## config.mk

```make
export PLATFORM = sky130hd
export DESIGN_NAME = game_setup_ctrl
export DESIGN_NICKNAME = d
export VERILOG_FILES = /design/src/rtl/game_pkg.sv /design/src/rtl/game_sec_timer.sv /design/src/rtl/game_setup_ctrl.sv
export SDC_FILE = /design/constraint.sdc
export NUM_CORES = 1
export LEC_CHECK = 0
export ABC_AREA = 1
export CAP_MARGIN = 20
export CORE_MARGIN = 3
export CORE_UTILIZATION = 45
export CTS_CLUSTER_SIZE = 24
export DETAILED_ROUTE_END_ITERATION = 16
export PLACE_DENSITY = 0.68
export SYNTH_ARGS = -nofsm -noshare
export SYNTH_HDL_FRONTEND = slang
export SYNTH_SLANG_ARGS = --single-unit
```

## constraint.sdc

```tcl
create_clock -name clk -period 8.7 [get_ports clk]
set_input_delay 1.74 -clock clk [delete_from_list [all_inputs] [get_ports clk]]
set_output_delay 1.74 -clock clk [all_outputs]
set_load 0.02 [all_outputs]
```

## src/rtl/game_pkg.sv

```systemverilog
// Shared types and preset tables for the game setup controller and its countdown timer.
package game_pkg;

    typedef enum logic [1:0] {
        EASY   = 2'd0,
        MEDIUM = 2'd1,
        HARD   = 2'd2,
        CUSTOM = 2'd3
    } level_t;

    typedef enum logic [2:0] {
        S_IDLE,
        S_CALC,
        S_READY,
        S_RUN,
        S_PAUSED,
        S_EXPIRED
    } setup_state_t;

    localparam int unsigned FIELD_SIZE_DEF = 64;

    // Indexed by level_t; the CUSTOM slot is unused and never selected.
    localparam logic [3:0][4:0] PRESET_ROWS  = {5'd0, 5'd15, 5'd10, 5'd8};
    localparam logic [3:0][7:0] PRESET_MINES = {8'd0, 8'd40, 8'd30, 8'd19};
    localparam logic [3:0][7:0] PRESET_SECS  = {8'd0, 8'd70, 8'd50, 8'd45};

endpackage

```

## src/rtl/game_sec_timer.sv

```systemverilog
// Seconds countdown: prescaler plus 8-bit down counter with load, pause and expiry detect.
// Bonus-time adder is built only when GAME_SETUP_BONUS_TIME_EN is defined.
module game_sec_timer #(
    parameter int unsigned CLK_FREQ_HZ   = 65_000_000,
    parameter int unsigned BONUS_SECONDS = 5
) (
    input  logic       clk,
    input  logic       rst_n,
    input  logic       load,
    input  logic [7:0] load_val,
    input  logic       clr_pre,
    input  logic       cnt_en,
    input  logic       bonus_en,
    output logic [7:0] secs,
    output logic       expire
);

    localparam int unsigned PW = (CLK_FREQ_HZ > 1) ? $clog2(CLK_FREQ_HZ) : 1;
    localparam logic [PW-1:0] PRE_TC = PW'(CLK_FREQ_HZ - 1);

    logic [PW-1:0] pre;
    logic          tick;
    logic [7:0]    secs_nxt;

`ifdef GAME_SETUP_BONUS_TIME_EN
    logic [8:0] sum;

    always_comb begin
        tick     = cnt_en && (pre == PRE_TC);
        sum      = {1'b0, secs} + 9'(BONUS_SECONDS) - {8'd0, tick};
        secs_nxt = secs;
        if (bonus_en)
            secs_nxt = sum[8] ? 8'hFF : sum[7:0];
        else if (tick && secs != '0)
            secs_nxt = secs - 8'd1;
        // A bonus landing on the final tick keeps the game alive.
        expire = tick && (secs == 8'd1) && !bonus_en;
    end
`else
    logic unused_bonus;
    assign unused_bonus = bonus_en ^ BONUS_SECONDS[0];

    always_comb begin
        tick     = cnt_en && (pre == PRE_TC);
        secs_nxt = secs;
        if (tick && secs != '0)
            secs_nxt = secs - 8'd1;
        expire = tick && (secs == 8'd1);
    end
`endif

    always_ff @(posedge clk or negedge rst_n) begin
        if (!rst_n) begin
            pre  <= '0;
            secs <= '0;
        end else begin
            if (load || clr_pre)
                pre <= '0;
            else if (cnt_en)
                pre <= tick ? '0 : pre + 1'b1;

            if (load)
                secs <= load_val;
            else
                secs <= secs_nxt;
        end
    end

endmodule

```

## src/rtl/game_setup_ctrl.sv

```systemverilog
// Game configuration handshake, board geometry and countdown control.
// Optional bonus time is enabled by defining GAME_SETUP_BONUS_TIME_EN.
module game_setup_ctrl
    import game_pkg::*;
#(
    parameter int unsigned CLK_FREQ_HZ   = 65_000_000,
    parameter int unsigned FIELD_SIZE    = FIELD_SIZE_DEF,
    parameter int unsigned X_CENTER      = 512,
    parameter int unsigned Y_CENTER      = 384,
    parameter int unsigned MAX_ROWS      = 16,
    parameter int unsigned BONUS_SECONDS = 5
) (
    input  logic        clk,
    input  logic        rst_n,
    input  logic        cfg_valid,
    output logic        cfg_ready,
    input  logic [1:0]  level_sel,
    input  logic [4:0]  cust_rows,
    input  logic [7:0]  cust_mines,
    input  logic [7:0]  cust_seconds,
    input  logic        start,
    input  logic        pause,
    input  logic        stop,
    input  logic        bonus,
    output logic [4:0]  rows,
    output logic [7:0]  mines,
    output logic [10:0] board_size,
    output logic [10:0] board_xpos,
    output logic [10:0] board_ypos,
    output logic        cfg_done,
    output logic        cfg_err,
    output logic [7:0]  seconds_left,
    output logic        timer_running,
    output logic        time_up
);

    setup_state_t state, nxt;

    level_t      lvl_q;
    logic [4:0]  c_rows_q;
    logic [7:0]  c_mines_q, c_secs_q;
    logic        have_cfg;
    logic [7:0]  cfg_secs;

    logic [4:0]  sel_rows;
    logic [7:0]  sel_mines, sel_secs;
    logic        sel_ok;
    logic [9:0]  sq;
    logic [10:0] bsz_c, half_c, xpos_c, ypos_c;

    logic        accept, active, t_load, t_clr, t_cnt, t_bonus, t_expire, tu_nxt;
    logic [7:0]  t_val;

    always_comb begin
        sq = {5'd0, c_rows_q} * {5'd0, c_rows_q};
        if (lvl_q == CUSTOM) begin
            sel_rows  = c_rows_q;
            sel_mines = c_mines_q;
            sel_secs  = c_secs_q;
            sel_ok    = (c_rows_q >= 5'd2) && (32'(c_rows_q) <= MAX_ROWS) &&
                        (c_mines_q != '0) && ({2'b00, c_mines_q} < sq);
        end else begin
            sel_rows  = PRESET_ROWS[lvl_q];
            sel_mines = PRESET_MINES[lvl_q];
            sel_secs  = PRESET_SECS[lvl_q];
            sel_ok    = 1'b1;
        end
        bsz_c  = 11'(FIELD_SIZE) * {6'd0, sel_rows};
        half_c = bsz_c >> 1;
        // Boards wider than the screen centre are pinned to the left/top edge.
        xpos_c = ({1'b0, half_c} > 12'(X_CENTER)) ? '0 : 11'(12'(X_CENTER) - {1'b0, half_c});
        ypos_c = ({1'b0, half_c} > 12'(Y_CENTER)) ? '0 : 11'(12'(Y_CENTER) - {1'b0, half_c});
    end

    assign active        = (state == S_RUN) || (state == S_PAUSED);
    assign t_cnt         = active && !stop && !pause;
    assign t_bonus       = active && !stop && bonus;
    assign timer_running = (state == S_RUN);

    always_comb begin
        nxt       = state;
        t_load    = 1'b0;
        t_val     = cfg_secs;
        t_clr     = 1'b0;
        tu_nxt    = 1'b0;
        cfg_ready = (state == S_IDLE) || (state == S_READY) || (state == S_EXPIRED);
        accept    = cfg_valid && cfg_ready;
        case (state)
            S_IDLE: if (accept) nxt = S_CALC;
            S_CALC: begin
                if (sel_ok) begin
                    nxt    = S_READY;
                    t_load = 1'b1;
                    t_val  = sel_secs;
                end else begin
                    nxt = have_cfg ? S_READY : S_IDLE;
                end
            end
            S_READY: begin
                if (accept) nxt = S_CALC;
                else if (start) begin
                    if (seconds_left == '0) begin
                        nxt    = S_EXPIRED;
                        tu_nxt = 1'b1;
                    end else begin
                        nxt   = S_RUN;
                        t_clr = 1'b1;
                    end
                end
            end
            S_RUN, S_PAUSED: begin
                if (stop) begin
                    nxt    = S_READY;
                    t_load = 1'b1;
                end else if (t_expire) begin
                    nxt    = S_EXPIRED;
                    tu_nxt = 1'b1;
                end else begin
                    nxt = pause ? S_PAUSED : S_RUN;
                end
            end
            S_EXPIRED: begin
                if (accept) nxt = S_CALC;
                else if (start) begin
                    t_load = 1'b1;
                    if (cfg_secs == '0) tu_nxt = 1'b1;
                    else                nxt    = S_RUN;
                end
            end
            default: nxt = S_IDLE;
        endcase
    end

    always_ff @(posedge clk or negedge rst_n) begin
        if (!rst_n) state <= S_IDLE;
        else        state <= nxt;
    end

    always_ff @(posedge clk or negedge rst_n) begin
        if (!rst_n) begin
            lvl_q      <= EASY;
            c_rows_q   <= '0;
            c_mines_q  <= '0;
            c_secs_q   <= '0;
            have_cfg   <= 1'b0;
            cfg_secs   <= '0;
            rows       <= '0;
            mines      <= '0;
            board_size <= '0;
            board_xpos <= '0;
            board_ypos <= '0;
            cfg_done   <= 1'b0;
            cfg_err    <= 1'b0;
            time_up    <= 1'b0;
        end else begin
            cfg_done <= (state == S_CALC);
            time_up  <= tu_nxt;
            if (accept) begin
                lvl_q     <= level_t'(level_sel);
                c_rows_q  <= cust_rows;
                c_mines_q <= cust_mines;
                c_secs_q  <= cust_seconds;
                cfg_err   <= 1'b0;
            end
            if (state == S_CALC) begin
                if (sel_ok) begin
                    rows       <= sel_rows;
                    mines      <= sel_mines;
                    board_size <= bsz_c;
                    board_xpos <= xpos_c;
                    board_ypos <= ypos_c;
                    cfg_secs   <= sel_secs;
                    have_cfg   <= 1'b1;
                end else begin
                    cfg_err <= 1'b1;
                end
            end
        end
    end

    game_sec_timer #(
        .CLK_FREQ_HZ   (CLK_FREQ_HZ),
        .BONUS_SECONDS (BONUS_SECONDS)
    ) u_timer (
        .clk      (clk),
        .rst_n    (rst_n),
        .load     (t_load),
        .load_val (t_val),
        .clr_pre  (t_clr),
        .cnt_en   (t_cnt),
        .bonus_en (t_bonus),
        .secs     (seconds_left),
        .expire   (t_expire)
    );

endmodule

```

==> out/qor.yml, run 1 <==
status:
  status: "completed"
global_routing:
  grt_max_degree: 67
  gr-total-overflow: 0
  grt_pass1_wl_um: 24600
  grtUsageTotal_pct: 20.5
  first_global_vias: 5168
  antenna_found_initial: 0
timing:
  max-slew-margin-rel_pct: 29.5
  rsz0062_at_grt: "false"
  tightest_slew_ns: 1.05
  fmax_mhz: 189
  fin_crit_ns: 5.28
  setup_viol: 0
  setup_slack_ns: 3.42
  finalHoldViolCount: 0
  clock_skew_ns: 0.00499
  period_share_pct: 60.7
  tns_ns: 0
  finalMaxSlewViolations: 0
critical_path:
  critPathKind: "flip-flop to flip-flop"
  crit_path_end_kind: "flip-flop"
  cp_slowest_cell: "dfrtp_1"
  crit_start: "c_rows_q[1]"
  cp_max_fo: 59
  crit_family: "adder cells"
  path_cells: "nand2_1, fa_1, fa_1, inv_1, ha_1, a31o_2, ha_1, xnor2_1, ha_1, nand2_1, nor2_1, nand2_1, nand3_1, nand2_1, nand2_1, nand2_1, nand2_1, nand3_2, nand2_2, nand2_4, nand2_4, o211ai_2, buf_8, a21oi_1"
  critPathRequiredTime_ns: 8.97
  arrival_ns: 5.55
  r2r_slack_ns: 3.42
  max_stage_delay_ns: 0.54
  crit_buf_inv: 2
  crit_top_cell: "nand2_1"
  rr_startpoint: "c_rows_q[1]"
  cp-start-kind: "flip-flop"
clock_network:
  cts_buffer_depth: 2
  post_cts_buffers: 0
  cts_resized: 0
  cts_tree: "done"
  cts_buffers: 9
  clock_sinks: 97
  clk_latency_ns: 0.35
  clock-root-buffer: "clkbuf_16"
  ctsHoldBuffers: 0
  htreeDepth: 3
  cts.clk_slew.worst_paths_ns: 0.06
synthesis:
  synthesis.area_sq_mm: 0.00601
  synth-edff-count: 0
  ys_ff_latch: 97
  ys_seq_area_share_pct: 40.4
  syn-mean-instance-area_sq_um: 7.64
  yosysUniqueCellTypes: 43
  syn_inst: 787
  synth_warnings: 0
  async_flop_share_pct: 100
  synth_ff_type: "dfrtp_1"
power_and_ir_drop:
  p_comb_share_pct: 59.9
  switching_share_pct: 47.0
  p_int_mw: 1.48
  clkPwrFrac_pct: 13.9
  switching_power_mw: 1.31
  leakage_nw: 3.28
  peakVddDrop_mv: 0.228
  pwr-share-seq_pct: 26.2
  power_density_mw_per_mm2: 398
finish:
  fin_nets: 895
  syn_to_final_growth_pct: 16.7
  diodes: 0
  drive_above_1_share_pct: 5.58
place:
  place_ws_ns: 3.30
  place.gp.congestion: 0.944
  dp_hpwl_um: 10600
  port_buffers: 71
die:
  dieArea_sq_mm: 0.0148
  coreArea_sq_mm: 0.0128
  num_io_pins: 89
  initial_core_util_pct: 46.9
  rows: 41
  chipHeight_um: 122
  die_w_um: 122
detailed_routing:
  dr.pass1.iters: 5
  avgViaCountPerCell: 5.21
  drt_wl_total_um: 14500
  wl_per_cell_um: 14.2
  ant_nets: 0
  num_vias: 5293
  drtIter0Drc: 409
  drc_errors: 0
flow_run:
  drv_cap: 0
hold_path:
  hp-start: "have_cfg"
  hold_path.class: "flip-flop to flip-flop"
## final timing paths
check / endpoint / cells after the start
setup / recovery: u_timer.pre[22] / 24
hold / removal: have_cfg / 1
setup reg to reg: u_timer.pre[22] / 24
hold reg to reg: have_cfg / 1
max in group asynchronous: cfg_secs[6] / 2
min in group asynchronous: board_size[9] / 1
## metal layers
metal	share of wire, %	routed length, um	GRT usage [%]	vias up
met4	1.8	261	7.49	0
li1	-	-	-	2633
met2	49	7110	34.8	120
met5	0	0	0	-
met1	45	6550	27.0	2523
met3	3.6	526	2.60	17
## registers in the layout (all words and copies together) (netlist names)
name          flops
cfg_done          1
board_ypos        6
cfg_secs          8
u_timer.secs      8
c_mines_q         8
have_cfg          1
mines             8
state             3
cfg_err           1
board_size        5
lvl_q             2
c_secs_q          8
c_rows_q          5
board_xpos        6
u_timer.pre      26
time_up           1
## power groups by stage
stage | clock network, mW | registers [mW] | logic (mW)
after floorplan | 0 | 0.756 | 1.20
after global placement | 0 | 0.728 | 1.59
after detailed placement | 0 | 0.737 | 1.65
after CTS | 0.396 | 0.729 | 1.66
after global routing | 0.413 | 0.749 | 1.92
final | 0.388 | 0.730 | 1.67
## logic make-up (layout without fill, tap and decap cells)
logic type / Yosys count / in the layout / share of synthesized area, %
simple gates: 388 / 388 / 28.8
fa+ha+maj: 26 / 26 / 5.66
mux: 10 / 10 / 1.87
buf+inv: 142 / 183 / 10.7
xor+xnor: 22 / 22 / 3.21
flops: 97 / 97 / 40.4
other cells: 1 / 16 / 0.0624
compound gates: 101 / 101 / 9.33
## Yosys cell counts, types with 3 or more instances
| library cell | instances | area share, % |
|---|---|---|
| nand2_1 | 185 | 12 |
| dfrtp_1 | 97 | 40 |
| inv_1 | 91 | 5.7 |
| nor2_1 | 75 | 4.7 |
| a21oi_1 | 54 | 4.5 |
| nand3_1 | 53 | 4.4 |
| o21ai_0 | 28 | 2.3 |
| nand4_1 | 26 | 2.7 |
| ha_1 | 24 | 5.0 |
| buf_4 | 21 | 2.6 |
| buf_2 | 13 | 1.1 |
| clkbuf_1 | 13 | 0.81 |
| xor2_1 | 12 | 1.7 |
| nor3_1 | 11 | 0.92 |
| mux2_2 | 10 | 1.9 |
| nor4_1 | 10 | 1.0 |
| xnor2_1 | 10 | 1.5 |
| and2_1 | 7 | 0.73 |
| or2_2 | 6 | 0.62 |
| o31ai_1 | 5 | 0.62 |
| nand2_2 | 3 | 0.31 |
| nand3b_1 | 3 | 0.37 |
| o2111ai_1 | 3 | 0.44 |
## final cells by class
cell class | instances | area, sq um
clock inverter | 3 | 42.5
multi-input combinational | 563 | 3000
inverter | 93 | 349
fill | 1221 | 5810
sequential | 97 | 2430
tap | 172 | 215
clock buffer | 12 | 236
timing repair buffer | 75 | 746
## through the flow
stage / std cells / util (%) / power [mW] / hold slack (ns) / cell area (sq um)
2_1_floorplan: 802 / - / 1.95 / 0.434 / 6070
3_3_place_gp: 999 / 52.4 / 2.32 / 0.456 / 6720
3_5_place_dp: 999 / 52.4 / 2.38 / 0.460 / 6720
4_1_cts: 1014 / 54.6 / 2.79 / 0.477 / 7000
5_1_grt: 1015 / 54.7 / 3.08 / 0.500 / 7010
6_report: 1015 / 54.7 / 2.79 / 0.485 / 7010
## cell usage in the layout, fill, tap and decap left out, types with 4 or more instances in the layout
master and count:
xor2_1 12, o21ai_0 28, inv_1 91, or2_2 6, o31ai_1 5, buf_4 4, ha_1 24, nor4_1 10
dfrtp_1 97, nand2_1 185, a21oi_1 54, clkdlybuf4s50_1 70, mux2_2 10, nand3_1 53, nor3_1 11, xnor2_1 10
conb_1 16, clkbuf_16 9, nand4_1 26, nor2_1 75, and2_1 7
Power figures use the tool's default switching activity.
==> inputs of run 2 (changes only) <==
Settings changed: PLACE_DENSITY 0.68 to 0.71.
Clock period 8.7 ns to 4.3 ns, I/O delays scaled along.
==> run 2 against run 1 <==
Critical path type unchanged. Power rose by 130%. Critical path depth fell by 1. Sequential power rose by 96%. Critical endpoint is now u_timer.pre[13]. Largest cell class unchanged. Sequential cell count did not move.
==> out/qor.yml, run 2 (synthesis results as in run 1) <==
clock_network:
  cts.clk_slew.worst_paths_ns: 0.07  # was 0.06 ns
  htreeDepth: 3  # unchanged
  cts_tree: "done"  # unchanged
  cts_buffer_depth: 2  # unchanged
  clock_sinks: 97  # unchanged
  clock-root-buffer: "clkbuf_16"  # unchanged
  cts_buffers: 9  # unchanged
  clk_latency_ns: 0.35  # about the same
die:
  die_w_um: 122  # unchanged
  num_io_pins: 89  # unchanged
  initial_core_util_pct: 46.9  # unchanged
  chipHeight_um: 122  # unchanged
  rows: 41  # unchanged
  coreArea_sq_mm: 0.0128  # unchanged
  dieArea_sq_mm: 0.0148  # unchanged
critical_path:
  cp-start-kind: "flip-flop"  # unchanged
  path_cells: "nand2_2, fa_1, fa_1, inv_1, ha_1, a31o_4, ha_4, nand2_1, nand2_2, a31oi_4, xor2_2, ha_1, nand2_1, nand2_1, nand2_1, nand2_1, nand3_2, nand2_2, nand2_4, nand2_8, o211ai_4, clkbuf_16, nor2_1"  # was nand2_1, fa_1, fa_1, inv_1, ha_1, a31o_2, ha_1, xnor2_1, ha_1, nand2_1, nor2_1, nand2_1, nand3_1, nand2_1, nand2_1, nand2_1, nand2_1, nand3_2, nand2_2, nand2_4, nand2_4, o211ai_2, buf_8, a21oi_1
  critPathKind: "flip-flop to flip-flop"  # unchanged
  r2r_slack_ns: 0.14  # was 3.42 ns
  max_stage_delay_ns: 0.49  # was 0.54 ns
  arrival_ns: 4.39  # was 5.55 ns
  crit_path_end_kind: "flip-flop"  # unchanged
  cp_slowest_cell: "fa_1"  # was dfrtp_1
  critPathRequiredTime_ns: 4.54  # was 8.97 ns
  cp_max_fo: 7  # was 59
  crit_top_cell: "nand2_1"  # unchanged
timing:
  period_share_pct: 96.7  # was 60.7%
  max-slew-margin-rel_pct: 43.3  # was 29.5%
  clock_skew_ns: 0.00639  # was 0.00499 ns
  fin_crit_ns: 4.16  # was 5.28 ns
  tightest_slew_ns: 0.851  # was 1.05 ns
  finalMaxSlewViolations: 0  # unchanged
  finalHoldViolCount: 0  # unchanged
  setup_viol: 0  # unchanged
  fmax_mhz: 240  # was 189 MHz
flow_run:
  drv_cap: 0  # unchanged
finish:
  postLayoutCoreUtil_pct: 57.8  # was 54.7%
  fin_nets: 914  # was 895
  syn_to_final_growth_pct: 23.4  # was 16.7%
  largest_register_ffs: 26  # unchanged
  final_common_cell: "nand2_1"  # unchanged
  regMostFlops: "u_timer.pre"  # unchanged
  diodes: 0  # unchanged
  final_cell_mix: "183 x nand2_1, 97 x dfrtp_1, 91 x inv_1, 74 x nor2_1, 70 x clkdlybuf4s50_1"  # was 185 x nand2_1, 97 x dfrtp_1, 91 x inv_1, 75 x nor2_1, 70 x clkdlybuf4s50_1
  drive_above_1_share_pct: 10.4  # was 5.58%
  finalInstanceArea_sq_mm: 0.00742  # was 0.00701 sq mm
power_and_ir_drop:
  power_density_mw_per_mm2: 877  # was 398 mW/mm^2
  power_mw: 6.51  # was 2.79 mW
  peakVddDrop_mv: 0.552  # was 0.228 mV
  leakage_nw: 3.44  # was 3.28 nW
global_routing:
  grt_max_degree: 69  # was 67
  grt_pass1_wl_um: 23100  # was 24,600 um
  gr-total-overflow: 0  # unchanged
  grtUsageTotal_pct: 19.3  # was 20.5%
  antenna_found_initial: 0  # unchanged
  first_global_vias: 4944  # was 5,168
detailed_routing:
  dr.pass1.iters: 5  # unchanged
  avgViaCountPerCell: 5.17  # was 5.21
  drc_errors: 0  # unchanged
  ant_nets: 0  # unchanged
  wl_per_cell_um: 14.0  # was 14.2 um
  drt_wl_total_um: 14500  # about the same
  drtIter0Drc: 490  # was 409
  num_vias: 5355  # was 5,293
place:
  port_buffers: 71  # unchanged
  dpl_cell_area_sq_mm: 0.00683  # was 0.00672 sq mm
  place.gp.congestion: 0.915  # was 0.944
  dp_hpwl_um: 10100  # was 10,600 um
status:
  status: "completed"  # unchanged
hold_path:
  hold_path.class: "flip-flop to flip-flop"  # unchanged
-- run 2: area by class of cell --
cell class	count	area [sq um]
fillers	1208	5410
multi-input cells	564	3140
flip-flops and latches	97	2430
repair buffers	93	932
inverters	93	349
clock buffers	12	256
well taps	172	215
clock inverters	4	98.8
-- run 2: repair_timing --
item / in CTS / in global routing
hold buffers: 0 / 0
gates cloned: 0 / 4
pin swaps: 0 / 11
gates resized for setup: 1 / 29
buffers inserted: 0 / 3
endpoints found under the setup margin: 1 / 68
-- run 2: through the flow --
stage               std cells  TNS (ns)  worst slack [ns]  hold WS, ns
floorplan                 802         0             0.137        0.434
global placement         1012         0            0.0627        0.467
detailed placement       1012   -0.0241           -0.0241        0.473
CTS                      1028         0            0.0206        0.488
global route             1035   -0.0145           -0.0106        0.509
finish                   1035         0             0.142        0.485
-- run 2: report_power, final --
group	internal (mW)	switching (mW)
Sequential	1.21	0.220
Combinational	1.78	2.35
Clock	0.602	0.349
-- run 2: metal layers --
metal,GRT usage [%],vias up,share of wire [%]
met5,0,-,0
met4,8.05,0,2.3
li1,-,2670,-
met1,26.3,2512,47
met2,30.9,152,47
met3,3.11,21,4.2
-- run 2: worst paths after layout --
path,depth (start not counted),from,end
max in group asynchronous,2,rst_n,lvl_q[0]
setup reg to reg,23,c_rows_q[1],u_timer.pre[13]
hold reg to reg,2,mines[2],mines[2]
setup / recovery,23,c_rows_q[1],u_timer.pre[13]
hold / removal,2,mines[2],mines[2]
min in group asynchronous,1,rst_n,board_xpos[7]
-- run 2: worst max-delay path, delay by kind of cell, from the launching register on --
family | cells | cell delay, ns
xor+xnor | 1 | 0.16
buf+inv | 2 | 0.27
flops | 1 | 0.39
compound gates | 3 | 0.60
simple gates | 12 | 0.89
fa+ha+maj | 5 | 1.74
